### config.mk
export PLATFORM = sky130hd
export DESIGN_NAME = tick_scheduler
export DESIGN_NICKNAME = d
export VERILOG_FILES = /design/src/rtl/snn_ctrl_pkg.sv /design/src/rtl/mask_next_sel.sv /design/src/rtl/tick_scheduler.sv
export SDC_FILE = /design/constraint.sdc
export NUM_CORES = 1
export LEC_CHECK = 0
export ABC_CLOCK_PERIOD_IN_PS = 2400
export BUFFER_PORTS_ARGS = -buffer_cell sky130_fd_sc_hd__buf_2
export CAP_MARGIN = 10
export CORE_ASPECT_RATIO = 0.5
export CORE_MARGIN = 2
export CORE_UTILIZATION = 30
export DETAILED_ROUTE_END_ITERATION = 10
export GPL_ROUTABILITY_DRIVEN = 1
export PLACE_DENSITY = 0.54
export SLEW_MARGIN = 20
export SYNTH_ARGS = -nofsm -noshare
export SYNTH_HDL_FRONTEND = slang
export SYNTH_SLANG_ARGS = --single-unit
### constraint.sdc
create_clock -name clk_i -period 2.4 [get_ports clk_i]
set_input_delay 0 -clock clk_i [delete_from_list [all_inputs] [get_ports clk_i]]
set_output_delay 0 -clock clk_i [all_outputs]
set_load 0.05 [all_outputs]
### src/rtl/snn_ctrl_pkg.sv
// Shared definitions for the SNN tick scheduler: sequencer states,
// default sizing and a small index-width helper.
package snn_ctrl_pkg;

    localparam int NUM_CORES_DEF = 2;
    localparam int CYC_W_DEF     = 8;
    localparam int TICK_W_DEF    = 16;

    // Sequencer states. IDLE is zero so reset and abort land on the same code.
    typedef enum logic [2:0] {
        ST_IDLE      = 3'd0,
        ST_WAIT_HOST = 3'd1,
        ST_CALC      = 3'd2,
        ST_LATCH     = 3'd3,
        ST_CLEAR     = 3'd4,
        ST_DONE      = 3'd5
    } sched_state_t;

    // Width of a core index; a single-core build still gets a 1-bit index.
    function automatic int idx_width(input int n);
        return (n > 1) ? $clog2(n) : 1;
    endfunction

endpackage

### src/rtl/mask_next_sel.sv
// Combinational finder: lowest set mask bit strictly above idx, or at/above
// idx when incl is set (incl with idx = 0 gives the lowest set bit overall).
module mask_next_sel
    import snn_ctrl_pkg::*;
#(
    parameter int NUM_CORES = NUM_CORES_DEF,
    parameter int IDX_W     = idx_width(NUM_CORES)
) (
    input  logic [NUM_CORES-1:0] mask,
    input  logic [IDX_W-1:0]     idx,
    input  logic                 incl,
    output logic [IDX_W-1:0]     next_idx,
    output logic                 valid
);

    // Scan from the top down so the lowest qualifying bit is the last writer.
    always_comb begin
        // NOTE: every output gets a default before the loop; a path that
        // leaves a combinational output unassigned would infer a latch.
        next_idx = '0;
        valid    = 1'b0;
        for (int i = NUM_CORES - 1; i >= 0; i--) begin
            if (mask[i] && ((i > int'(idx)) || (incl && (i == int'(idx))))) begin
                next_idx = IDX_W'(i);
                valid    = 1'b1;
            end
        end
    end

endmodule

### src/rtl/tick_scheduler.sv
// Tick scheduler for a multi-core SNN array. Per tick it walks the enabled
// cores in ascending order (calc_en for C cycles, then a one-cycle OMEM
// latch strobe), then clears the axon spikes and counts the tick. The host
// gets Wishbone access only while the sequencer is idle.
module tick_scheduler
    import snn_ctrl_pkg::*;
#(
    parameter int NUM_CORES = NUM_CORES_DEF,
    parameter int CYC_W     = CYC_W_DEF,
    parameter int TICK_W    = TICK_W_DEF
) (
    input  logic                 clk_i,
    input  logic                 rst_n_i,
    input  logic                 start_i,
    input  logic                 abort_i,
    input  logic [NUM_CORES-1:0] core_mask_i,
    input  logic [CYC_W-1:0]     calc_cycles_i,
    input  logic [TICK_W-1:0]    num_ticks_i,
    input  logic                 host_req_i,
    output logic                 host_gnt_o,
    output logic [NUM_CORES-1:0] calc_en_o,
    output logic [NUM_CORES-1:0] spike_latch_o,
    output logic                 imem_clr_o,
    output logic                 busy_o,
    output logic                 done_o,
    output logic                 err_o,
    output logic [TICK_W-1:0]    tick_count_o
);

    localparam int IDX_W = idx_width(NUM_CORES);

    // Registered state and run configuration captured at start.
    sched_state_t          state_q, state_d;
    logic [IDX_W-1:0]      idx_q, idx_d;
    logic [CYC_W-1:0]      cnt_q, cnt_d;
    logic [NUM_CORES-1:0]  mask_q, mask_d;
    logic [CYC_W-1:0]      cycles_q, cycles_d;
    logic [TICK_W-1:0]     ticks_q, ticks_d;

    // Next values of the output registers.
    logic                  gnt_d;
    logic [NUM_CORES-1:0]  calc_en_d;
    logic [NUM_CORES-1:0]  latch_d;
    logic                  clr_d;
    logic                  busy_d;
    logic                  done_d;
    logic                  err_d;
    logic [TICK_W-1:0]     tick_cnt_d;

    // Core selection results.
    logic [IDX_W-1:0]      start_idx;
    logic                  start_valid;
    logic [IDX_W-1:0]      first_idx;
    logic                  first_valid;
    logic [IDX_W-1:0]      next_idx;
    logic                  next_valid;
    logic [TICK_W-1:0]     n_eff;

    // One-hot enable for core i.
    function automatic logic [NUM_CORES-1:0] onehot(input logic [IDX_W-1:0] i);
        logic [NUM_CORES-1:0] v;
        v    = '0;
        v[i] = 1'b1;
        return v;
    endfunction

    // Down-counter preload for a CALC phase of c cycles; c = 0 runs one cycle.
    function automatic logic [CYC_W-1:0] calc_load(input logic [CYC_W-1:0] c);
        return (c == '0) ? '0 : c - CYC_W'(1);
    endfunction

    // Lowest enabled core of the mask presented with start.
    mask_next_sel #(.NUM_CORES(NUM_CORES), .IDX_W(IDX_W)) u_sel_start (
        .mask     (core_mask_i),
        .idx      ('0),
        .incl     (1'b1),
        .next_idx (start_idx),
        .valid    (start_valid)
    );

    // Lowest enabled core of the latched mask, used at each tick start.
    mask_next_sel #(.NUM_CORES(NUM_CORES), .IDX_W(IDX_W)) u_sel_first (
        .mask     (mask_q),
        .idx      ('0),
        .incl     (1'b1),
        .next_idx (first_idx),
        .valid    (first_valid)
    );

    // Next enabled core above the one just latched.
    mask_next_sel #(.NUM_CORES(NUM_CORES), .IDX_W(IDX_W)) u_sel_next (
        .mask     (mask_q),
        .idx      (idx_q),
        .incl     (1'b0),
        .next_idx (next_idx),
        .valid    (next_valid)
    );

    // A latched tick count of zero still runs one tick.
    assign n_eff = (ticks_q == '0) ? TICK_W'(1) : ticks_q;

    // Next-state and next-output decode; abort overrides every transition.
    always_comb begin
        state_d    = state_q;
        idx_d      = idx_q;
        cnt_d      = cnt_q;
        mask_d     = mask_q;
        cycles_d   = cycles_q;
        ticks_d    = ticks_q;
        gnt_d      = 1'b0;
        calc_en_d  = '0;
        latch_d    = '0;
        clr_d      = 1'b0;
        busy_d     = busy_o;
        done_d     = 1'b0;
        err_d      = 1'b0;
        tick_cnt_d = tick_count_o;

        unique case (state_q)
            ST_IDLE: begin
                gnt_d  = host_req_i;
                busy_d = 1'b0;
                if (start_i) begin
                    if (!start_valid) begin
                        err_d = 1'b1;
                    end else begin
                        mask_d     = core_mask_i;
                        cycles_d   = calc_cycles_i;
                        ticks_d    = num_ticks_i;
                        tick_cnt_d = '0;
                        busy_d     = 1'b1;
                        if (host_gnt_o) begin
                            // Host still owns the memories: hold its grant until it lets go.
                            state_d = ST_WAIT_HOST;
                            gnt_d   = 1'b1;
                        end else begin
                            state_d   = ST_CALC;
                            idx_d     = start_idx;
                            cnt_d     = calc_load(calc_cycles_i);
                            gnt_d     = 1'b0;
                            calc_en_d = onehot(start_idx);
                        end
                    end
                end
            end

            ST_WAIT_HOST: begin
                if (host_gnt_o) begin
                    // Drop the grant once the request goes away; never re-grant here.
                    gnt_d = host_req_i;
                end else if (first_valid) begin
                    state_d   = ST_CALC;
                    idx_d     = first_idx;
                    cnt_d     = calc_load(cycles_q);
                    calc_en_d = onehot(first_idx);
                end else begin
                    state_d = ST_IDLE;
                    busy_d  = 1'b0;
                end
            end

            ST_CALC: begin
                if (cnt_q == '0) begin
                    state_d = ST_LATCH;
                    latch_d = onehot(idx_q);
                end else begin
                    cnt_d     = cnt_q - CYC_W'(1);
                    calc_en_d = onehot(idx_q);
                end
            end

            ST_LATCH: begin
                if (next_valid) begin
                    state_d   = ST_CALC;
                    idx_d     = next_idx;
                    cnt_d     = calc_load(cycles_q);
                    calc_en_d = onehot(next_idx);
                end else begin
                    state_d    = ST_CLEAR;
                    clr_d      = 1'b1;
                    tick_cnt_d = (&tick_count_o) ? tick_count_o : tick_count_o + TICK_W'(1);
                end
            end

            ST_CLEAR: begin
                if ((tick_count_o < n_eff) && first_valid) begin
                    state_d   = ST_CALC;
                    idx_d     = first_idx;
                    cnt_d     = calc_load(cycles_q);
                    calc_en_d = onehot(first_idx);
                end else begin
                    state_d = ST_DONE;
                    done_d  = 1'b1;
                    busy_d  = 1'b0;
                end
            end

            ST_DONE: begin
                state_d = ST_IDLE;
                busy_d  = 1'b0;
            end

            default: begin
                state_d = ST_IDLE;
                busy_d  = 1'b0;
            end
        endcase

        if (abort_i && (state_q != ST_IDLE)) begin
            state_d   = ST_IDLE;
            gnt_d     = 1'b0;
            calc_en_d = '0;
            latch_d   = '0;
            clr_d     = 1'b0;
            busy_d    = 1'b0;
            done_d    = 1'b0;
            err_d     = 1'b0;
        end
    end

    // State, configuration and output registers.
    always_ff @(posedge clk_i or negedge rst_n_i) begin
        // NOTE: every flop here, outputs included, is cleared by the async
        // reset so the outputs drop the moment rst_n_i falls.
        if (!rst_n_i) begin
            state_q       <= ST_IDLE;
            idx_q         <= '0;
            cnt_q         <= '0;
            mask_q        <= '0;
            cycles_q      <= '0;
            ticks_q       <= '0;
            host_gnt_o    <= 1'b0;
            calc_en_o     <= '0;
            spike_latch_o <= '0;
            imem_clr_o    <= 1'b0;
            busy_o        <= 1'b0;
            done_o        <= 1'b0;
            err_o         <= 1'b0;
            tick_count_o  <= '0;
        end else begin
            // NOTE: non-blocking assignments so every flop samples the values
            // from before this edge, independent of statement order.
            state_q       <= state_d;
            idx_q         <= idx_d;
            cnt_q         <= cnt_d;
            mask_q        <= mask_d;
            cycles_q      <= cycles_d;
            ticks_q       <= ticks_d;
            host_gnt_o    <= gnt_d;
            calc_en_o     <= calc_en_d;
            spike_latch_o <= latch_d;
            imem_clr_o    <= clr_d;
            busy_o        <= busy_d;
            done_o        <= done_d;
            err_o         <= err_d;
            tick_count_o  <= tick_cnt_d;
        end
    end

endmodule

==> out/qor.yml <==
grt_overflow: 0
final_core_util_pct: 42.04
final_cell_mix: "59 x dfrtp_1, 54 x buf_2, 48 x nand2_1, 48 x buf_4, 42 x nor2_1"
path_clk_slew_ns: 0.05
synth_async_sr_flop_share_pct: 100.0
grt_pass1_vias: 3511
core_um2: 12590
drc: 0
cts_tree: "done"
yosysTopAreaCell: "dfrtp_1"
grt_usage_pct: 16.24
route.detailed.wl_per_inst_um: 14.54
fmax_mhz: 405.4
status: "complete, but fails checks"
hp-class: "input port to flop"
final.setup_skew_ns: 0.008497
chipHeight_um: 84.05
final_common_cell: "dfrtp_1"
cts_buffers: 9
clock_latency_ns: 0.34
cts_buffer_depth: 2
grt_start_max_net_pins: 43
power_density_nw_per_um2: 1140
worst_setup_path_start_kind: "flop"
gp_congestion: 0.8340
max_cap_violations: 0
syn_inst: 424
drt-pass1-iter-count: 4
synth_top_area_share_pct: 41.00
finalCriticalPeriod_ns: 2.466
synthFlopType: "dfrtp_1"
die_w_um: 164.1
postPlaceCellArea_um2: 4626
hold_viol_final: 0
syn_nets: 476
synth_area_um2: 3845
clock-root-buffer: "clkbuf_16"
synth-edff-count: 0
synth_top_cells_by_area: "dfrtp_1 41%, ha_1 6.8%, nand2_1 4.7%"
rsz0062_at_grt: "true"
antenna_found_initial: 0
synth_area_per_cell_um2: 9.068
tightest_slew_ns: 0.9651
wirelength_mm: 10.54
vias: 3501
worst_slack_ns: -0.06650
dp_hpwl_mm: 7.642
finalMaxSlewViolations: 0
critPathCaptureType: "flop"
post-route-period-util_pct: 102.8
yosysWarnings: 0
maxSlewHeadroom_pct: 35.17
dieArea_um2: 13790
port_buffers: 55
critPathKind: "flop to flop"
crit_arrival_ns: 2.68
initial_core_util_pct: 30.54
ir_worst_vdd_mv: 0.4497
synth-seq-area-share_pct: 41.00
diodes: 0
viasPerCell: 4.829
area_growth_syn_to_layout_pct: 37.65
cp_max_fo: 5
rows: 29
clkSinkCount: 63
grt_pass1_wl_mm: 17.61
violations: "negative setup slack"
p_leak_nw: 2.497
nNetsFinal: 602
drive_gt1_share_pct: 26.85
setup_viol: 10
first_iter_violations: 185
final_area_um2: 5293
ant_nets: 0
ys_ff_latch: 63
cp.required_ns: 2.62
yosys.cell_types.count: 59
ios: 56
h-tree-depth: 3
-- sequential cells by signal (all words and copies together) (netlist names) --
signal / count
imem_clr_o: 1
busy_o: 1
err_o: 1
state_q: 3
host_gnt_o: 1
idx_q: 1
calc_en_o: 2
mask_q: 2
tick_count_o: 16
cycles_q: 8
spike_latch_o: 2
ticks_q: 16
cnt_q: 8
done_o: 1
-- final cells by class --
class                      instances  area, um2
fill                            1261       7298
timing repair buffer             130      912.1
clock inverter                     5      81.33
sequential                        63       1582
tap                              170      212.7
inverter                          25      93.84
multi-input combinational        321       2168
clock buffer                      11      242.7
-- cell usage after synthesis, types with 3 or more instances --
library cell  number
nor3_1            14
or4_1              3
o21ai_0           29
nor2b_1            6
o22ai_1            7
mux2_2             7
xnor2_1           11
mux2i_1            5
nor4b_1            4
and2_1             3
a21oi_1           22
nand2b_1           4
dfrtp_1           63
or3_1              3
xor2_1            16
mux2_4             3
nor2_1            44
buf_2              3
and4_1             4
a211oi_1           4
nand2_1           48
o221ai_1           3
nand3_1            9
and3_1             5
ha_1              21
inv_1             24
nor4_1             6
clkbuf_1          10
nand4_1            9
-- cell families after synthesis --
kind of cell    Yosys count  synth area share, %
simple gates            171                22.32
compound gates           86                14.87
flops                    63                41.00
buf+inv                  40                4.003
xor+xnor                 27                6.150
fa+ha+maj                21                6.834
mux                      16                4.816
-- report_power, final --
group	internal [mW]	leakage (nW)	switching [mW]	total, mW
combinational	1.29	1.54	1.52	2.82
clock	0.937	0.156	0.493	1.43
sequential	1.43	0.801	0.354	1.79
-- routing by layer --
layer	GRT usage [%]	wire length, um
met5	0	0
met4	4.625	115
met3	4.322	474
met1	21.94	5298
met2	25.52	4654
-- per-stage QoR --
step	hold WS (ns)	power, mW	setup TNS [ns]	instances	setup WS [ns]
after detailed placement	0.2112	4.484	-1.294	674	-0.1584
after floorplan	-0.2956	3.644	-0.9312	424	-0.2202
after global routing	0.02198	6.485	-1.914	725	-0.1859
after CTS	0.004879	6.015	-0.9977	721	-0.1191
after global placement	0.2037	4.465	-0.7612	674	-0.1083
final	0.01332	6.031	-0.4743	725	-0.06650
-- final timing paths --
path / endpoint / from / cells after the start / slack, ns
setup / recovery: cnt_q[2] / ticks_q[9] / 9 / -0.07
hold / removal: cycles_q[7] / calc_cycles_i[7] / 2 / 0.01
setup reg to reg: cnt_q[2] / ticks_q[9] / 9 / -0.07
hold reg to reg: cnt_q[4] / cnt_q[4] / 1 / 0.50
max in group asynchronous: calc_en_o[1] / rst_n_i / 3 / 1.55
min in group asynchronous: cycles_q[2] / rst_n_i / 2 / 0.21
-- repair_timing --
action,CTS,global route
endpoints found under the setup margin,11,15
setup buffers,4,4
hold endpoints to repair,69,0
gates resized for setup,4,1
hold buffers,27,0
pin swaps,4,1
-- worst max-delay path, cell delays in order (launching register included) --
cell       delay (ns)
dfrtp_1          0.39
inv_2            0.10
ha_4             0.21
a21o_1           0.15
a221o_1          0.35
a2111oi_4        0.35
inv_2            0.08
o211ai_4         0.22
nand4_4          0.16
mux2_4           0.33
Power figures use the tool's default switching activity.
